## src/rtl/adder_pipe.sv

```systemverilog
// adder_pipe: N-bit adder with carry-in, carry-out and signed-overflow flag.
// The carry chain is cut into STAGES segments of W = ceil(N/STAGES) bits,
// one register stage per segment; latency is exactly STAGES cycles and a
// new operation is accepted every cycle. Trailing stages whose segment lies
// beyond bit N-1 simply pass their inputs through.
module adder_pipe #(
   parameter int unsigned N      = 4,
   parameter int unsigned STAGES = 1
) (
   input  logic         clk,
   input  logic         rst,
   input  logic         in_valid,
   input  logic [N-1:0] a,
   input  logic [N-1:0] b,
   input  logic         cin,
   output logic         out_valid,
   output logic [N-1:0] sum,
   output logic         cout,
   output logic         ovf
);

   localparam int unsigned W = (N + STAGES - 1) / STAGES;
   localparam int unsigned L = STAGES - 1;

   // Per-stage pipeline registers: operands, partial sum, running carry, valid.
   logic [STAGES-1:0][N-1:0] a_q, a_d;
   logic [STAGES-1:0][N-1:0] b_q, b_d;
   logic [STAGES-1:0][N-1:0] s_q, s_d;
   logic [STAGES-1:0]        c_q, c_d;
   logic [STAGES-1:0]        v_q, v_d;

   // Each stage ripples its own segment using the carry registered by the previous stage.
   always_comb begin
      logic [N-1:0] a_in, b_in, s_in;
      logic         c_in, v_in, c;
      int unsigned  p;
      a_in = '0;
      b_in = '0;
      s_in = '0;
      c_in = 1'b0;
      v_in = 1'b0;
      c    = 1'b0;
      p    = 0;
      a_d  = '0;
      b_d  = '0;
      s_d  = '0;
      c_d  = '0;
      v_d  = '0;
      for (int unsigned s = 0; s < STAGES; s++) begin
         p = (s == 0) ? 0 : s - 1;
         if (s == 0) begin
            a_in = a;
            b_in = b;
            s_in = '0;
            c_in = cin;
            v_in = in_valid;
         end else begin
            a_in = a_q[p];
            b_in = b_q[p];
            s_in = s_q[p];
            c_in = c_q[p];
            v_in = v_q[p];
         end
         c = c_in;
         for (int unsigned i = 0; i < N; i++) begin
            if (i >= s * W && i < (s + 1) * W) begin
               s_in[i] = a_in[i] ^ b_in[i] ^ c;
               c       = (a_in[i] & b_in[i]) | (c & (a_in[i] ^ b_in[i]));
            end
         end
         a_d[s] = a_in;
         b_d[s] = b_in;
         s_d[s] = s_in;
         c_d[s] = c;
         v_d[s] = v_in;
      end
   end

   // Pipeline registers load every cycle; synchronous reset flushes all stages.
   always_ff @(posedge clk) begin
      if (rst) begin
         a_q <= '0;
         b_q <= '0;
         s_q <= '0;
         c_q <= '0;
         v_q <= '0;
      end else begin
         a_q <= a_d;
         b_q <= b_d;
         s_q <= s_d;
         c_q <= c_d;
         v_q <= v_d;
      end
   end

   assign out_valid = v_q[L];
   assign sum       = s_q[L];
   assign cout      = c_q[L];
   // Overflow derived from registered operand signs and final sum sign only.
   assign ovf       = (a_q[L][N-1] == b_q[L][N-1]) && (s_q[L][N-1] != a_q[L][N-1]);

endmodule

```

## config.mk

```make
export PLATFORM = sky130hd
export DESIGN_NAME = adder_pipe
export DESIGN_NICKNAME = d
export VERILOG_FILES = /design/src/rtl/adder_pipe.sv
export SDC_FILE = /design/constraint.sdc
export NUM_CORES = 1
export LEC_CHECK = 0
export CAP_MARGIN = 10
export CORE_AREA = 2 2 39 41
export CTS_CLUSTER_SIZE = 28
export DETAILED_ROUTE_END_ITERATION = 10
export DIE_AREA = 0 0 41 43
export PLACE_DENSITY = 0.58
export SYNTH_ARGS = -nofsm -noshare
export SYNTH_HDL_FRONTEND = slang
export SYNTH_SLANG_ARGS = --single-unit
```

## constraint.sdc

```tcl
create_clock -name clk -period 5.67 [get_ports clk]
set_clock_uncertainty 0.1 [all_clocks]
set_input_delay 0.8505 -clock clk [delete_from_list [all_inputs] [get_ports clk]]
set_output_delay 0.8505 -clock clk [all_outputs]
set_load 0.02 [all_outputs]
```

After elaboration in Yosys (flattened, before gate mapping)

Cells that the tools add are included.

Add/sub/neg operators: 0
Multipliers: 0
Div/mod/pow operators: 0
$lt $le $gt $ge: 0
Equality and inequality tests: 2
Shifts and indexed selects: 0
Muxes and demuxes: 0
Bitwise logic cells: 20
Reductions and logical operators: 1

Operators by type and width:

| operator          | number |
|---|---|
| $and 1x1->1       | 8 |
| $xor 1x1->1       | 8 |
| $or 1x1->1        | 4 |
| $eq 1x1->1        | 1 |
| $logic_and 1x1->1 | 1 |
| $ne 1x1->1        | 1 |

Flip-flop bits (word level): 14
Bits in latches: 0
RAM bits: 0
ROM bits: 0
Input port bits: 12
Output and inout port bits: 7
Logic and storage cells: 28
Memories kept: 0

Depth between registers and ports, before layout

Gate-level depths: netlist of the first run.

Depth after elaboration: 9
Mapped depth: 8
Gate-level depth less buffers: 8

Worst setup path after synthesis of the first run

No wires, ideal clock.

Path type: input to register
Start: input a[0]
End: register s_q (netlist bit sum[3])
Setup time: 0.064 ns
Arrival time: 2.383 ns
Required time: 5.506 ns
Slack: 3.123 ns
Stages: 8
Path buffers: 0
Path through: inv_1 > fa_1 > inv_1 > fa_1 > fa_1 > inv_1 > fa_1 > nor2_1

Longest elaborated chain between the ends: 8
Elaborated cells on any way between the ends: 9
Those cells by class: 9 x bitwise

Ends and longest elaborated chain:

| what                 | RTL line | RTL |
|---|---|---|
| start, declared      | 13       | `input logic [N-1:0] a,` |
| $xor 1x1->1          | 68       | `c = (a_in[i] & b_in[i]) \| (c & (a_in[i] ^ b_in[i]));` |
| $and 1x1->1          | 68       |  |
| $or 1x1->1 *         | 68       |  |
| $and 1x1->1 *        | 68       |  |
| $or 1x1->1 *         | 68       |  |
| $and 1x1->1 *        | 68       |  |
| $or 1x1->1 *         | 68       |  |
| $xor 1x1->1 *        | 67       | `s_in[i] = a_in[i] ^ b_in[i] ^ c;` |
| end signal, assigned | 84       | `s_q <= '0;` |
| end signal, assigned | 90       | `s_q <= s_d;` |
| end, declared        | 28       | `logic [STAGES-1:0][N-1:0] s_q, s_d;` |

Every way passes the cells marked *; elsewhere a longest branch is shown, timed or not.
A chain may end at the register's enable or synchronous reset.

Final worst setup path of the first run

Ends and elaborated chain as after synthesis.

==> parameters.txt, run 1 <==
Parameter                              Value

Outcome
  Result of the run ... complete, no violations

Timing
  Number of failing setup endpoints in the final timing report ... 0
  Max Clk Rate ... 361 MHz
  Worst slew slack as a fraction of its limit ... 80.9%
  Fin crit period ... 2.77 ns
  Worst-margin pin slew ... 0.286 ns
  Period Utilization, post-route ... 48.8%
  Unrepaired setup endpoints after global routing ... false
  Max-slew violation count ... 0
  Endpoints failing hold ... 0
  Setup TNS ... 0 ns

Placed design
  Final weighted congestion in routability-driven placement ... 0.588
  Detail Placement HPWL ... 457 um
  Input/output buffers ... 18
  Area of placed instances ... 527 sq um

Logic synthesis
  Average cell area after synthesis ... 10.9 sq um
  Sequential share of the synthesized area ... 49.0%
  Unique cell type count in the Yosys netlist ... 8
  Post-Synthesis Cells ... 30
  Cell taking the most area after synthesis ... dfxtp_1
  #FFs+latches synth ... 8
  Top-area cell type share of the netlist area ... 49.0%
  Nets in the synthesized netlist ... 46
  Synth Area in Simple Gates ... 14.6%
  Largest family of logic cells by synthesized area ... adder cells
  Warnings, synthesis ... 0
  Xor and xnor area share after synthesis ... 0%
  Synth Area in Compound Gates ... 3.83%
  Netlist area before placement ... 327 sq um
  Leading cell types by total area after synthesis ... dfxtp_1 49%, fa_1 25%, inv_1 8.0%
  Share of synthesized area spent on multiplexers ... 0%
  Adder and majority gate portion of the synthesized area ... 24.5%

Global routing
  Antenna violations before repair ... 0
  Number of global-route vias before repair ... 220
  Remaining global-route overflow ... 0
  Wire length of the first global-routing pass ... 848 um
  Largest net degree at the start of global routing ... 9
  Global Route Usage Sum ... 8.21%

Detailed routing
  Starting DRT DRC Count ... 0
  Detail Route met3 WL ... 71 um
  Wire length reported by the detailed router ... 543 um
  Vias ... 245
  Detailed Routing Iterations Pass 1 ... 1
  DRC violations left ... 0
  Uppermost signal routing layer after detailed routing ... met3
  DRT antenna net count ... 0
  WL/cell ... 8.10 um
  Via/cell ratio ... 3.66
  Metal1 wirelength ... 182 um
  Met2 routed WL ... 289 um

Critical path
  CP required ... 5.75 ns
  Critical path buffers and inverters ... 4
  Worst-path fanout max ... 1
  Crit-path cells ... clkdlybuf4s50_1 -> inv_1 -> fa_1 -> inv_1 -> fa_1 -> fa_1 -> inv_1 -> fa_1 -> nor2_1
  CP startpoint kind ... input port
  Most repeated library cell on the critical path ... fa_1
  Endpoint type of the worst setup path ... flip-flop
  Slowest cell on the critical path ... clkdlybuf4s50_1
  Endpoint arrival time on the critical path ... 2.85 ns
  Kind of critical path ... in2reg
  Slowest cell delay on critical path ... 0.40 ns
  Dominant delay contributor by cell family on the critical path ... adder cells

Layout
  # nets final ... 69
  Top library cells by usage in the layout, fill and taps aside ... 18 x clkdlybuf4s50_1, 8 x dfxtp_1, 7 x inv_1
  Layout-stage area growth over the synthesis result ... 68.2%
  Most common cell after layout, fill and taps aside ... clkdlybuf4s50_1
  Number of fill cells ... 143
  Fraction of layout cells with a size suffix above 1 ... 7.84%
  Cell area after layout ... 549 sq um
  Inserted Diodes ... 0
  Final core area utilization ... 39.7%

CTS
  Number of buffers inserted by post-CTS setup repair ... 0
  TritonCTS clock tree ... yes
  Clock slew seen by the registers of the worst setup and hold paths ... 0.05 ns
  Hold-fix buffer count after cts ... 0
  Buffer cell driving the clock tree root ... clkbuf_4
  H-tree depth ... 1
  Maximum clock path buffer count ... 2
  Total CTS buffers ... 3
  Sink Count ... 8
  Resized Gates After CTS ... 0

Power and ir drop
  IR drop worst, VDD ... 86.7 uV
  Pleak ... 0.238 nW
  Cell Pwr Density ... 254 nW/um^2

Die
  Die outline area ... 1760 sq um
  Ports ... 19
  Starting utilization of the core area ... 23.6%
  Die extent in y ... 43 um
  Width of the chip ... 41 um
  Core area ... 1380 sq um
  Row Count ... 14

Job
  Max_cap viols ... 0

Worst hold path
  Classification of the worst-slack hold path ... in2reg
==> Yosys cell counts <==
master    instances
dfxtp_1           8
fa_1              4
inv_1             7
nand2_1           1
nand2b_1          1
nor2_1            5
nor2b_1           3
o22ai_2           1
==> layer usage <==
metal	global-route usage [%]	up-vias
li1	-	128
met1	6.95	105
met2	11.9	12
met3	6.81	0
met4	6.00	0
met5	0	-
==> state kept, by name (all words and copies together), names as in the netlist <==
signal	count
sum	4
out_valid	1
b_q	1
cout	1
a_q	1
==> metrics by stage <==
step	total power, mW	hold slack (ns)	std cells	setup WS, ns
finish	0.140	1.06	67	2.90
CTS	0.144	1.05	67	2.89
global route	0.152	1.05	67	2.76
global placement	0.100	1.32	64	2.63
floorplan	0.0804	0.817	30	3.12
detailed placement	0.100	1.32	64	2.63
==> report_power, final <==
part           switching, mW  leakage (nW)  internal (mW)
clock                 0.0169        0.0138         0.0241
combinational         0.0152         0.158         0.0202
sequential           0.00186        0.0667         0.0615
total                 0.0340         0.238          0.106
==> kinds of logic (layout without fill, tap and decap cells) <==
| family | count (synthesis) | count (layout) |
|---|---|---|
| and+or+nand+nor | 10 | 10 |
| DFF | 8 | 8 |
| buffers and inverters | 7 | 28 |
| adders and majority gates | 4 | 4 |
| AOI/OAI and AO/OA | 1 | 1 |
==> layout make-up <==
class	instances	area, sq um	area share [%]
Sequential cell	8	160	29.2
Tap cell	16	20.0	3.64
Multi-Input combinational cell	15	140	25.5
Inverter	7	26.3	4.78
Timing Repair Buffer	18	180	32.8
Clock buffer	3	22.5	4.10
==> worst paths after layout <==
| check | endpoint | depth (start not counted) | from | slack [ns] |
|---|---|---|---|---|
| setup / recovery | sum[3]$_SDFF_PP0_ | 9 | a[0] | 2.90 |
| hold / removal | out_valid$_SDFF_PP0_ | 2 | in_valid | 1.06 |
(Power assumes the default switching activity.)
==> inputs of run 2 (changes only) <==
- clock period: 5.67 -> 2.9 ns (I/O delays scaled with it)
==> run 2 against run 1 <==
Effect of this change: non-clock buffer count unchanged; cell area unchanged; final cell count unchanged; sequential power increased by 96%; via count increased by 4.5%; clock power increased by 100%; first-iteration DRC count unchanged; clock-buffer cell count unchanged; power increased by 97%.
==> parameters.txt, run 2 (synthesis gave the netlist of run 1 again) <==
Parameter                              Value

Global routing
  Remaining global-route overflow ... 0 (unchanged)
  Wire length of the first global-routing pass ... 903 um (+6.5%)
  Number of global-route vias before repair ... 237 (+7.7%)
  Global Route Usage Sum ... 8.62% (+0.41 points)
  Largest net degree at the start of global routing ... 9 (unchanged)
  Antenna violations before repair ... 0 (unchanged)

Die
  Core area ... 1380 sq um (unchanged)
  Row Count ... 14 (unchanged)
  Starting utilization of the core area ... 23.6% (unchanged)
  Die outline area ... 1760 sq um (unchanged)
  Die extent in y ... 43 um (unchanged)
  Ports ... 19 (unchanged)
  Width of the chip ... 41 um (unchanged)

CTS
  Number of buffers inserted by post-CTS setup repair ... 0 (unchanged)
  Buffer cell driving the clock tree root ... clkbuf_4
  Maximum clock path buffer count ... 2 (unchanged)
  H-tree depth ... 1 (unchanged)
  Hold-fix buffer count after cts ... 0 (unchanged)
  Total CTS buffers ... 3 (unchanged)
  Resized Gates After CTS ... 0 (unchanged)
  TritonCTS clock tree ... yes
  Clock slew seen by the registers of the worst setup and hold paths ... 0.05 ns (about the same)
  Sink Count ... 8 (unchanged)

Placed design
  Placed Instances ... 64 (unchanged)
  Input/output buffers ... 18 (unchanged)
  Area of placed instances ... 527 sq um (unchanged)
  Final weighted congestion in routability-driven placement ... 0.598 (+1.7%)

Power and ir drop
  Cell Pwr Density ... 501 nW/um^2 (+97%)
  Tot Pwr ... 275 uW (+97%)
  IR drop worst, VDD ... 211 uV (+140%)
  Pleak ... 0.238 nW (unchanged)

Critical path
  Crit-path cells ... clkdlybuf4s50_1 -> inv_1 -> fa_1 -> inv_1 -> fa_1 -> fa_1 -> inv_1 -> fa_1 -> nor2_1
  Slowest cell on the critical path ... clkdlybuf4s50_1
  Slowest cell delay on critical path ... 0.41 ns (about the same)
  Worst-path fanout max ... 1 (unchanged)
  Kind of critical path ... in2reg
  Most repeated library cell on the critical path ... fa_1
  Dominant delay contributor by cell family on the critical path ... adder cells
  Critical path buffers and inverters ... 4 (unchanged)
  CP required ... 2.99 ns (-2.76 ns)
  Endpoint arrival time on the critical path ... 2.45 ns (-0.40 ns)
  CP startpoint kind ... input port
  Endpoint type of the worst setup path ... flip-flop

Detailed routing
  Via/cell ratio ... 3.82 (+4.5%)
  Starting DRT DRC Count ... 0 (unchanged)
  Vias ... 256 (+4.5%)
  WL/cell ... 8.19 um (+1.1%)
  DRC violations left ... 0 (unchanged)
  DRT antenna net count ... 0 (unchanged)
  Detailed Routing Iterations Pass 1 ... 1 (unchanged)
  Wire length reported by the detailed router ... 549 um (+1.1%)

Layout
  Layout-stage area growth over the synthesis result ... 68.2% (unchanged)
  Cell area after layout ... 549 sq um (unchanged)
  Fraction of layout cells with a size suffix above 1 ... 7.84% (unchanged)
  Top library cells by usage in the layout, fill and taps aside ... 18 x clkdlybuf4s50_1, 8 x dfxtp_1, 7 x inv_1
  Most common cell after layout, fill and taps aside ... clkdlybuf4s50_1
  Number of fill cells ... 152 (+6.3%)
  Non-filler cells, final ... 67 (unchanged)
  # nets final ... 69 (unchanged)
  Number of flip-flops under the largest register name ... 4 (unchanged)
  Inserted Diodes ... 0 (unchanged)

Timing
  Endpoints failing hold ... 0 (unchanged)
  Unrepaired setup endpoints after global routing ... false
  Fin crit period ... 2.36 ns
  Period Utilization, post-route ... 81.4%
  Number of failing setup endpoints in the final timing report ... 0 (unchanged)
  Worst-margin pin slew ... 0.258 ns (-0.0284 ns)
  Setup TNS ... 0 ns (unchanged)
  Max Clk Rate ... 424 MHz
  Worst slew slack as a fraction of its limit ... 82.8% (+1.9 points)
  Max-slew violation count ... 0 (unchanged)

Job
  Max_cap viols ... 0 (unchanged)

Worst hold path
  Classification of the worst-slack hold path ... in2reg

Outcome
  Result of the run ... complete, no violations
==> run 2: worst paths after layout <==
path,cells after the start,startpoint,end
hold / removal,2,in_valid,out_valid$_SDFF_PP0_
setup / recovery,9,b[0],sum[3]$_SDFF_PP0_
==> run 2: through the flow <==
| step | hold WS, ns | util, % | setup WS (ns) |
|---|---|---|---|
| 3_5_place_dp | 0.904 | 38.1 | 0.279 |
| 4_1_cts | 0.640 | 39.7 | 0.522 |
| 2_1_floorplan | 0.402 | - | 0.768 |
| 5_1_grt | 0.650 | 39.7 | 0.393 |
| 6_report | 0.639 | 39.7 | 0.539 |
| 3_3_place_gp | 0.903 | 38.1 | 0.276 |
==> run 2: per-layer routing <==
metal	part of all wire [%]	GRT usage [%]	wire length (um)
met5	0	0	0
met4	6.2	10.0	34
met3	11	3.14	59
met2	46	12.8	255
met1	36	7.64	199
==> run 2: where the power goes <==
part / switching (mW) / internal (mW)
Sequential: 0.00376 / 0.120
Combinational: 0.0294 / 0.0397
Clock: 0.0352 / 0.0472
Total: 0.0683 / 0.207
==> run 2: area by class of cell <==
type | instances | area (sq um) | area share, %
clock buffer | 3 | 22.5 | 4.10
inverter | 7 | 26.3 | 4.78
multi-input combinational | 15 | 140 | 25.5
sequential | 8 | 160 | 29.2
tap | 16 | 20.0 | 3.64
timing repair buffer | 18 | 180 | 32.8
==> variant, RTL diff (flow settings as in run 2) <==
`N`: 4 -> 5.
--- a/src/rtl/adder_pipe.sv
+++ b/src/rtl/adder_pipe.sv
@@ -4,7 +4,7 @@
 // new operation is accepted every cycle. Trailing stages whose segment lies
 // beyond bit N-1 simply pass their inputs through.
 module adder_pipe #(
-   parameter int unsigned N      = 4,
+   parameter int unsigned N      = 5,
    parameter int unsigned STAGES = 1
 ) (
    input  logic         clk,
Interface: changed (resized a, b and sum); port bits go from 19 to 22. The function was not compared with the original's and may differ.
==> variant against run 2 <==
Total power is 17% higher. Count of clock-buffer cells in the layout increased by 1. Wire length up 20%. Area after synthesis up 21%. Design area increased by 16%. Worst setup slack got worse by 390 ps. Clock power grew 18%. Sequential cell count increased by 1. Critical path type unchanged. Largest cell class unchanged. Highest routed layer is now met3.
==> variant: results <==
export IMPL_grt_max_degree=10
export IMPL_clockRootBuffer="clkbuf_4"
export IMPL_clkSlewWorstSetupHoldPaths_ps=70
export IMPL_synthDistinctLibCells=9
export IMPL_grt_usage=0.0904
export IMPL_whs_ps=651
export IMPL_first_global_vias=248
export IMPL_grt_pass1_wl_um=1010
export IMPL_stdcell_area_um2=639
export IMPL_tightest_slew_ps=399
export IMPL_post_drt_wl_per_cell_um=8.91
export IMPL_async_flop_share=0
export IMPL_yosys_top_cells_count="9 x dfxtp_1, 7 x inv_1, 5 x fa_1, 5 x nor2_1, 4 x nor2b_2"
export IMPL_fillers=140
export IMPL_cp_top_family="adder cells"
export IMPL_place_congestion=0.584
export IMPL_yosysSeqAreaShare=0.457
export IMPL_slowest_stage="fa_1"
export IMPL_largest_register_ffs=5
export IMPL_place_inst=70
export IMPL_start_util=0.285
export IMPL_drt_wl_total_um=659
export IMPL_dpl_cell_area_um2=613
export IMPL_syn_num_nets=53
export IMPL_total_power_w=0.000322
export IMPL_firstDrtPassIters=2
export IMPL_layout_drive_gt1_share=0.138
export IMPL_ir_worst_vdd_mv=0.167
export IMPL_clock_net_power_w=0.0000972
export IMPL_cpPeakStageDelay_ps=410
export IMPL_crit_start="a[0]"
export IMPL_crit_arrival_ps=2840
export IMPL_viasPerCell=3.92
export IMPL_syn_avg_cell_area_um2=11.6
export IMPL_numPortBuffers=21
export IMPL_drtIter0Drc=2
export IMPL_synth_top_cells_by_area="dfxtp_1 46%, fa_1 25%, nor2b_2 8.9%, inv_1 6.7%, nor2_1 4.8%"
export IMPL_status="finished clean"
export IMPL_leakage_nw=0.273
export IMPL_endpoint="sum[4]"
export IMPL_comb_power_share=0.264
export IMPL_internal_power_w=0.000238
export IMPL_nNetsFinal=78
export IMPL_max_freq_mhz=364
export IMPL_pre_cts_ws_ps=-138
==> variant: changes by cell type in the layout (fill, tap and decap cells not counted) <==
| cell | delta |
|---|---|
| clkdlybuf4s50_1 | +3 |
| fa_1 | +1 |
| clkbuf_1 | +1 |
| nor2b_2 | +4 |
| dfxtp_1 | +1 |
| nor2b_1 | -3 |
==> variant: kinds of logic after synthesis <==
group	share of synthesized area
buf+inv	0.0952
fa+ha+maj	0.254
compound gates	0.0317
simple gates	0.162
flops	0.457
==> variant: layout make-up <==
cell class	count	share of cell area
timing repair buffer	21	0.329
multi-input combinational	17	0.276
sequential	9	0.282
inverter	7	0.0411
clock buffer	4	0.0411
tap	16	0.0313
==> variant: routing by layer <==
| metal | vias up | global-route usage | routed length (µm) |
|---|---|---|---|
| met3 | 0 | 0.0471 | 68 |
| li1 | 143 | - | - |
| met4 | 0 | 0.0600 | 0 |
| met5 | - | 0 | 0 |
| met2 | 13 | 0.122 | 338 |
| met1 | 134 | 0.107 | 251 |
